--- config.mk ---
export PLATFORM = sky130hd
export DESIGN_NAME = universal_shift_reg_n
export DESIGN_NICKNAME = d
export VERILOG_FILES = /design/src/rtl/universal_shift_reg_n.sv
export SDC_FILE = /design/constraint.sdc
export NUM_CORES = 1
export LEC_CHECK = 0
export BUFFER_PORTS_ARGS = -buffer_cell sky130_fd_sc_hd__buf_4
export CAP_MARGIN = 0
export CORE_MARGIN = 2
export CORE_UTILIZATION = 37
export CTS_CLUSTER_SIZE = 10
export DETAILED_ROUTE_END_ITERATION = 10
export HOLD_SLACK_MARGIN = 0.12
export SLEW_MARGIN = 30
export SYNTH_ARGS = -nofsm -noshare
export SYNTH_HDL_FRONTEND = slang
export SYNTH_SLANG_ARGS = --single-unit
--- constraint.sdc ---
create_clock -name clk -period 3.5 [get_ports clk]
set_input_delay 0.525 -clock clk [delete_from_list [all_inputs] [get_ports clk]]
set_output_delay 0.525 -clock clk [all_outputs]
set_load 0.02 [all_outputs]
--- src/rtl/universal_shift_reg_n.sv ---
// -----------------------------------------------------------------------------
// universal_shift_reg_n
//
// Parametrised universal shift register with a single-step path and a counted
// burst-shift engine. Operations: hold, logical shift right/left, parallel
// load, arithmetic shift right and (optionally) rotate right/left.
//
// Optional feature macro: USR_ROTATE_EN
//   defined   : modes 100/101 rotate and are legal burst modes.
//   undefined : modes 100/101 act as hold (dir untouched) and a burst start
//               with them completes immediately like any non-shift start.
//
// Parameters
//   WIDTH        register width (>= 2)
//   CNT_W        width of the burst step count (>= 1)
//
// Ports
//   clk          rising-edge clock
//   reset        asynchronous, active-high; clears all state
//   en           single-step enable (sampled only when idle)
//   mode[2:0]    operation select
//   serial_in    bit shifted into the vacated end (sampled live every step)
//   parallel_in  load data for mode 011
//   start        burst request (sampled only when idle, wins over en)
//   count        number of steps in a burst
//   parallel_out register contents
//   serial_out   q[0] after a rightward step, q[WIDTH-1] after a leftward one
//   busy         high while a burst is running
//   done         one-cycle pulse when a burst (or a degenerate start) ends
// -----------------------------------------------------------------------------
module universal_shift_reg_n #(
  parameter int WIDTH = 8,
  parameter int CNT_W = 4
) (
  input  logic             clk,
  input  logic             reset,
  input  logic             en,
  input  logic [2:0]       mode,
  input  logic             serial_in,
  input  logic [WIDTH-1:0] parallel_in,
  input  logic             start,
  input  logic [CNT_W-1:0] count,
  output logic [WIDTH-1:0] parallel_out,
  output logic             serial_out,
  output logic             busy,
  output logic             done
);

  // Controller states
  localparam logic [0:0] ST_IDLE  = 1'b0;
  localparam logic [0:0] ST_BURST = 1'b1;

  // Operation codes (000 hold and 111 reserved fall through to hold)
  localparam logic [2:0] MODE_SHR  = 3'b001;
  localparam logic [2:0] MODE_SHL  = 3'b010;
  localparam logic [2:0] MODE_LOAD = 3'b011;
`ifdef USR_ROTATE_EN
  localparam logic [2:0] MODE_ROR  = 3'b100;
  localparam logic [2:0] MODE_ROL  = 3'b101;
`endif
  localparam logic [2:0] MODE_SAR  = 3'b110;

  // Architectural state
  logic [WIDTH-1:0] q_reg,     q_next;
  logic             dir_reg,   dir_next;   // 0 = last step went right, 1 = left
  logic [0:0]       state_reg, state_next;
  logic [2:0]       bmode_reg, bmode_next;
  logic [CNT_W-1:0] rem_reg,   rem_next;
  logic             done_reg,  done_next;

  // Candidate results for each shifting operation
  logic [WIDTH-1:0] shr_q;
  logic [WIDTH-1:0] shl_q;
  logic [WIDTH-1:0] sar_q;
`ifdef USR_ROTATE_EN
  logic [WIDTH-1:0] ror_q;
  logic [WIDTH-1:0] rol_q;
`endif

  // Operation actually executed this edge and its outcome
  logic [2:0]       op_mode;
  logic [WIDTH-1:0] step_q;
  logic             step_dir;

  // Modes that are allowed to run as a counted burst.
  function automatic logic is_burst_mode(input logic [2:0] m);
    case (m)
      MODE_SHR, MODE_SHL, MODE_SAR: return 1'b1;
`ifdef USR_ROTATE_EN
      MODE_ROR, MODE_ROL:           return 1'b1;
`endif
      default:                      return 1'b0;
    endcase
  endfunction

  // ---------------------------------------------------------------------------
  // Bit-level shift networks
  // ---------------------------------------------------------------------------
  genvar gi;
  generate
    for (gi = 0; gi < WIDTH - 1; gi++) begin : g_shift
      assign shr_q[gi]     = q_reg[gi+1];
      assign shl_q[gi+1]   = q_reg[gi];
      assign sar_q[gi]     = q_reg[gi+1];
`ifdef USR_ROTATE_EN
      assign ror_q[gi]     = q_reg[gi+1];
      assign rol_q[gi+1]   = q_reg[gi];
`endif
    end
  endgenerate

  // End bits: serial_in fills the vacated end for logical shifts, the sign
  // bit is replicated for arithmetic shifts, rotates wrap around.
  assign shr_q[WIDTH-1] = serial_in;
  assign shl_q[0]       = serial_in;
  assign sar_q[WIDTH-1] = q_reg[WIDTH-1];
`ifdef USR_ROTATE_EN
  assign ror_q[WIDTH-1] = q_reg[0];
  assign rol_q[0]       = q_reg[WIDTH-1];
`endif

  // ---------------------------------------------------------------------------
  // Step datapath: while bursting the latched mode is used, otherwise the
  // live mode input. Load can never reach here from a burst because it is
  // not a legal burst mode.
  // ---------------------------------------------------------------------------
  assign op_mode = (state_reg == ST_BURST) ? bmode_reg : mode;

  always_comb begin
    step_q   = q_reg;
    step_dir = dir_reg;
    case (op_mode)
      MODE_SHR: begin
        step_q   = shr_q;
        step_dir = 1'b0;
      end
      MODE_SHL: begin
        step_q   = shl_q;
        step_dir = 1'b1;
      end
      MODE_LOAD: begin
        step_q   = parallel_in;
      end
`ifdef USR_ROTATE_EN
      MODE_ROR: begin
        step_q   = ror_q;
        step_dir = 1'b0;
      end
      MODE_ROL: begin
        step_q   = rol_q;
        step_dir = 1'b1;
      end
`endif
      MODE_SAR: begin
        step_q   = sar_q;
        step_dir = 1'b0;
      end
      default: begin
        // hold / reserved / rotate when rotation is compiled out
      end
    endcase
  end

  // ---------------------------------------------------------------------------
  // Controller
  // ---------------------------------------------------------------------------
  always_comb begin
    q_next     = q_reg;
    dir_next   = dir_reg;
    state_next = state_reg;
    bmode_next = bmode_reg;
    rem_next   = rem_reg;
    done_next  = 1'b0;

    case (state_reg)
      ST_IDLE: begin
        if (start) begin
          // start has priority over en; no data movement on this edge.
          if ((count != '0) && is_burst_mode(mode)) begin
            bmode_next = mode;
            rem_next   = count;
            state_next = ST_BURST;
          end else begin
            // Degenerate request: complete immediately without going busy.
            done_next  = 1'b1;
          end
        end else if (en) begin
          q_next   = step_q;
          dir_next = step_dir;
        end
      end

      ST_BURST: begin
        q_next   = step_q;
        dir_next = step_dir;
        rem_next = rem_reg - CNT_W'(1);
        // rem_reg == 1 means this edge executes the final step.
        if (rem_reg == CNT_W'(1)) begin
          state_next = ST_IDLE;
          done_next  = 1'b1;
        end
      end

      default: begin
        state_next = ST_IDLE;
      end
    endcase
  end

  always_ff @(posedge clk or posedge reset) begin
    if (reset) begin
      q_reg     <= '0;
      dir_reg   <= 1'b0;
      state_reg <= ST_IDLE;
      bmode_reg <= '0;
      rem_reg   <= '0;
      done_reg  <= 1'b0;
    end else begin
      q_reg     <= q_next;
      dir_reg   <= dir_next;
      state_reg <= state_next;
      bmode_reg <= bmode_next;
      rem_reg   <= rem_next;
      done_reg  <= done_next;
    end
  end

  // ---------------------------------------------------------------------------
  // Outputs: all taken from registers, never from inputs.
  // ---------------------------------------------------------------------------
  assign parallel_out = q_reg;
  assign serial_out   = dir_reg ? q_reg[WIDTH-1] : q_reg[0];
  assign busy         = (state_reg == ST_BURST);
  assign done         = done_reg;

endmodule

==> out/metrics.cfg <==
[status]
status=completed

[timing]
worst_pin_slew_ps=726
timing.final.crit_share_pct=61.2
slew_headroom_pct=51.4
final.setup.tns_ps=0
setup_viol=0
rsz0062_at_grt=false
whs_ps=331
report.final.slew_viol_count=0
timing.final.crit_period_ps=2140
hold_viol=0
skew_ps=6.80
fmax_mhz=467

[die]
dieHeight_um=58.2
floorplan.initialDensity_pct=39.1
num_rows=19
die_w_um=58.2
die_area_mm2=0.00339
core_mm2=0.00278
ioPinCount=31

[synth]
ys_seq_area_share_pct=41.4
synth.area.top_cells=dfrtp_1 41%, mux2i_1 9.2%, mux2_1 5.2%
avgSynthCellArea_um2=10.8
synth.distinct_cells=35
syn_area_mm2=0.00109
ys_ff_latch=18
synth_top_area_cell=dfrtp_1
yosysWarningCount=0
syn_inst=101
synth_nets=123
synthDominantCellAreaShare_pct=41.4

[power_and_ir_drop]
comb_power_share_pct=55.9
clock_power_share_pct=9.9
p_per_area_mw_per_mm2=914
p_switching_uw=527
finalPower_uw=1250
swShare_pct=42.0
p_leak_uw=0.000642
vdd_drop_max_uv=543
p_seq_share_pct=34.3
internal_power_uw=727

[grt]
antenna_found_initial=0
gr-total-overflow=0
grt_pass1_vias=880
grtUsageTotal_pct=15.5
grt_max_degree=19
grt_first_pass_wirelength_mm=4.04

[job]
cap_viol_max_count=0

[setup_path]
critPathKind=reg2reg
worstSetupEndpointType=flip-flop
cp-start-kind=flip-flop
critPathRequiredTime_ps=3680
arrival_ps=2330
cp_max_fo=17

[placed_design]
port_buffers=30
hpwl_mm=1.85
place.gp.congestion=0.819

[drt]
drt_iter0_drc=72
via_per_inst=5.58
drc=0
vias=909
drt-met1-wl_mm=1.11
postRouteAntennaNets=0
routedWlPerCell_um=14.4
finalWirelength_mm=2.35
wl_met3_um=152
top_layer=met4
dr_wl_met2_mm=1.07
firstDrtPassIters=6

[layout]
area_delta_synth_final_pct=26.0
largest_register_ff_count=8
fillers=257
drive_gt1_share_pct=31.8
antenna_cells=0
nets=155

[clocking]
cts_resized=0
clockRootBuffer=clkbuf_4
htree_levels=1
tritoncts=done
postCtsHoldBufs=0
clk_pin_slew_worst_paths_ps=100
clock_path_buffers=2
insertion_delay_ps=290
clkSinkCount=18
post_cts_buffers=0
cts_made_buffers=3

[hold_path]
hp-class=in2async

==> cells in the final DEF, fill, tap and decap left out, types with 2 or more instances in the layout <==
cell type  count
a222oi_1       5
mux2_2         2
o21ai_0        3
mux2_1         5
buf_4         30
clkbuf_4       3
mux2i_1       10
o211ai_1       2
inv_1         11
nand2_1        3
o21a_1         2
ha_1           2
xnor2_1        2
a21oi_1        8
a221oi_1       2
dfrtp_1       18
nand2b_1       5
==> kinds of logic after synthesis <==
| kind of cell | share of synthesized area, % |
|---|---|
| compound gates | 20.5 |
| xor+xnor | 1.61 |
| simple gates | 10.7 |
| mux | 17.8 |
| flops | 41.4 |
| buf+inv | 5.75 |
| fa+ha+maj | 2.30 |
==> layout make-up <==
class,count,area (um2),area share [%]
clock buffers,4,36.3,2.65
inverters,12,45.0,3.28
multi-input cells,68,576,42.0
flip-flops and latches,18,450,32.8
well taps,31,38.8,2.83
repair buffers,30,225,16.4
==> synth_stat cells <==
| master | number |
|---|---|
| nand3_2 | 1 |
| o32ai_2 | 1 |
| inv_1 | 11 |
| a221oi_1 | 2 |
| or4_1 | 1 |
| a222oi_1 | 5 |
| a31o_2 | 1 |
| nor3_1 | 1 |
| nand2b_1 | 5 |
| ha_1 | 2 |
| a21oi_1 | 8 |
| nand3b_1 | 1 |
| or3_1 | 1 |
| a211oi_1 | 1 |
| nor4b_1 | 1 |
| buf_2 | 2 |
| and2b_1 | 1 |
| mux2_2 | 2 |
| dfrtp_1 | 18 |
| o211ai_1 | 2 |
| o21ai_0 | 3 |
| o32ai_1 | 1 |
| nand2_1 | 3 |
| a21o_1 | 1 |
| mux2i_1 | 10 |
| xnor2_1 | 2 |
| nor3b_1 | 1 |
| nand4b_1 | 1 |
| inv_2 | 1 |
| o21a_1 | 2 |
| mux2_4 | 1 |
| buf_4 | 1 |
| mux2_1 | 5 |
| a31oi_4 | 1 |
| nand3_1 | 1 |
==> layer usage <==
layer | global-route usage (%) | vias up
met4 | 4.98 | 0
li1 | - | 443
met3 | 4.24 | 4
met2 | 23.7 | 30
met1 | 21.3 | 432
met5 | 0 | -
==> metrics by stage <==
| step | cells | utilization [%] | instance area (um2) | setup WS, ps |
|---|---|---|---|---|
| 2_1_floorplan | 101 | - | 1090 | 1590 |
| 3_3_place_gp | 159 | 48.0 | 1340 | 1470 |
| 3_5_place_dp | 159 | 48.0 | 1340 | 1370 |
| 4_1_cts | 163 | 49.3 | 1370 | 1360 |
| 5_1_grt | 163 | 49.3 | 1370 | 1230 |
| 6_report | 163 | 49.3 | 1370 | 1360 |
==> critical path, stage by stage, from the launching register on <==
cell and delay, ps:
dfrtp_1 690, mux2i_1 480, mux2_1 360, mux2_2 250, mux2_2 260
==> path summary, 6_finish.rpt <==
| path | startpoint | end | slack [ps] | depth (start not counted) |
|---|---|---|---|---|
| max | busy$_DFF_PP0_ | parallel_out[1]$_DFFE_PP0P_ | 1360 | 4 |
| min | reset | rem_reg[0]$_DFFE_PP0P_ | 330 | 2 |
| max reg2reg | busy$_DFF_PP0_ | parallel_out[1]$_DFFE_PP0P_ | 1360 | 4 |
| min reg2reg | bmode_reg[2]$_DFFE_PP0P_ | bmode_reg[2]$_DFFE_PP0P_ | 520 | 1 |
| max in group asynchronous | reset | parallel_out[4]$_DFFE_PP0P_ | 2730 | 2 |
| min in group clk | mode[1] | bmode_reg[0]$_DFFE_PP0P_ | 450 | 2 |
==> power groups by stage <==
stage / registers [uW] / clock network, uW / logic [uW]
after floorplan: 453 / 0 / 478
after global placement: 429 / 0 / 695
after detailed placement: 432 / 0 / 705
after CTS: 427 / 133 / 706
after global routing: 449 / 139 / 771
final: 430 / 124 / 701
(Power assumes the default switching activity.)
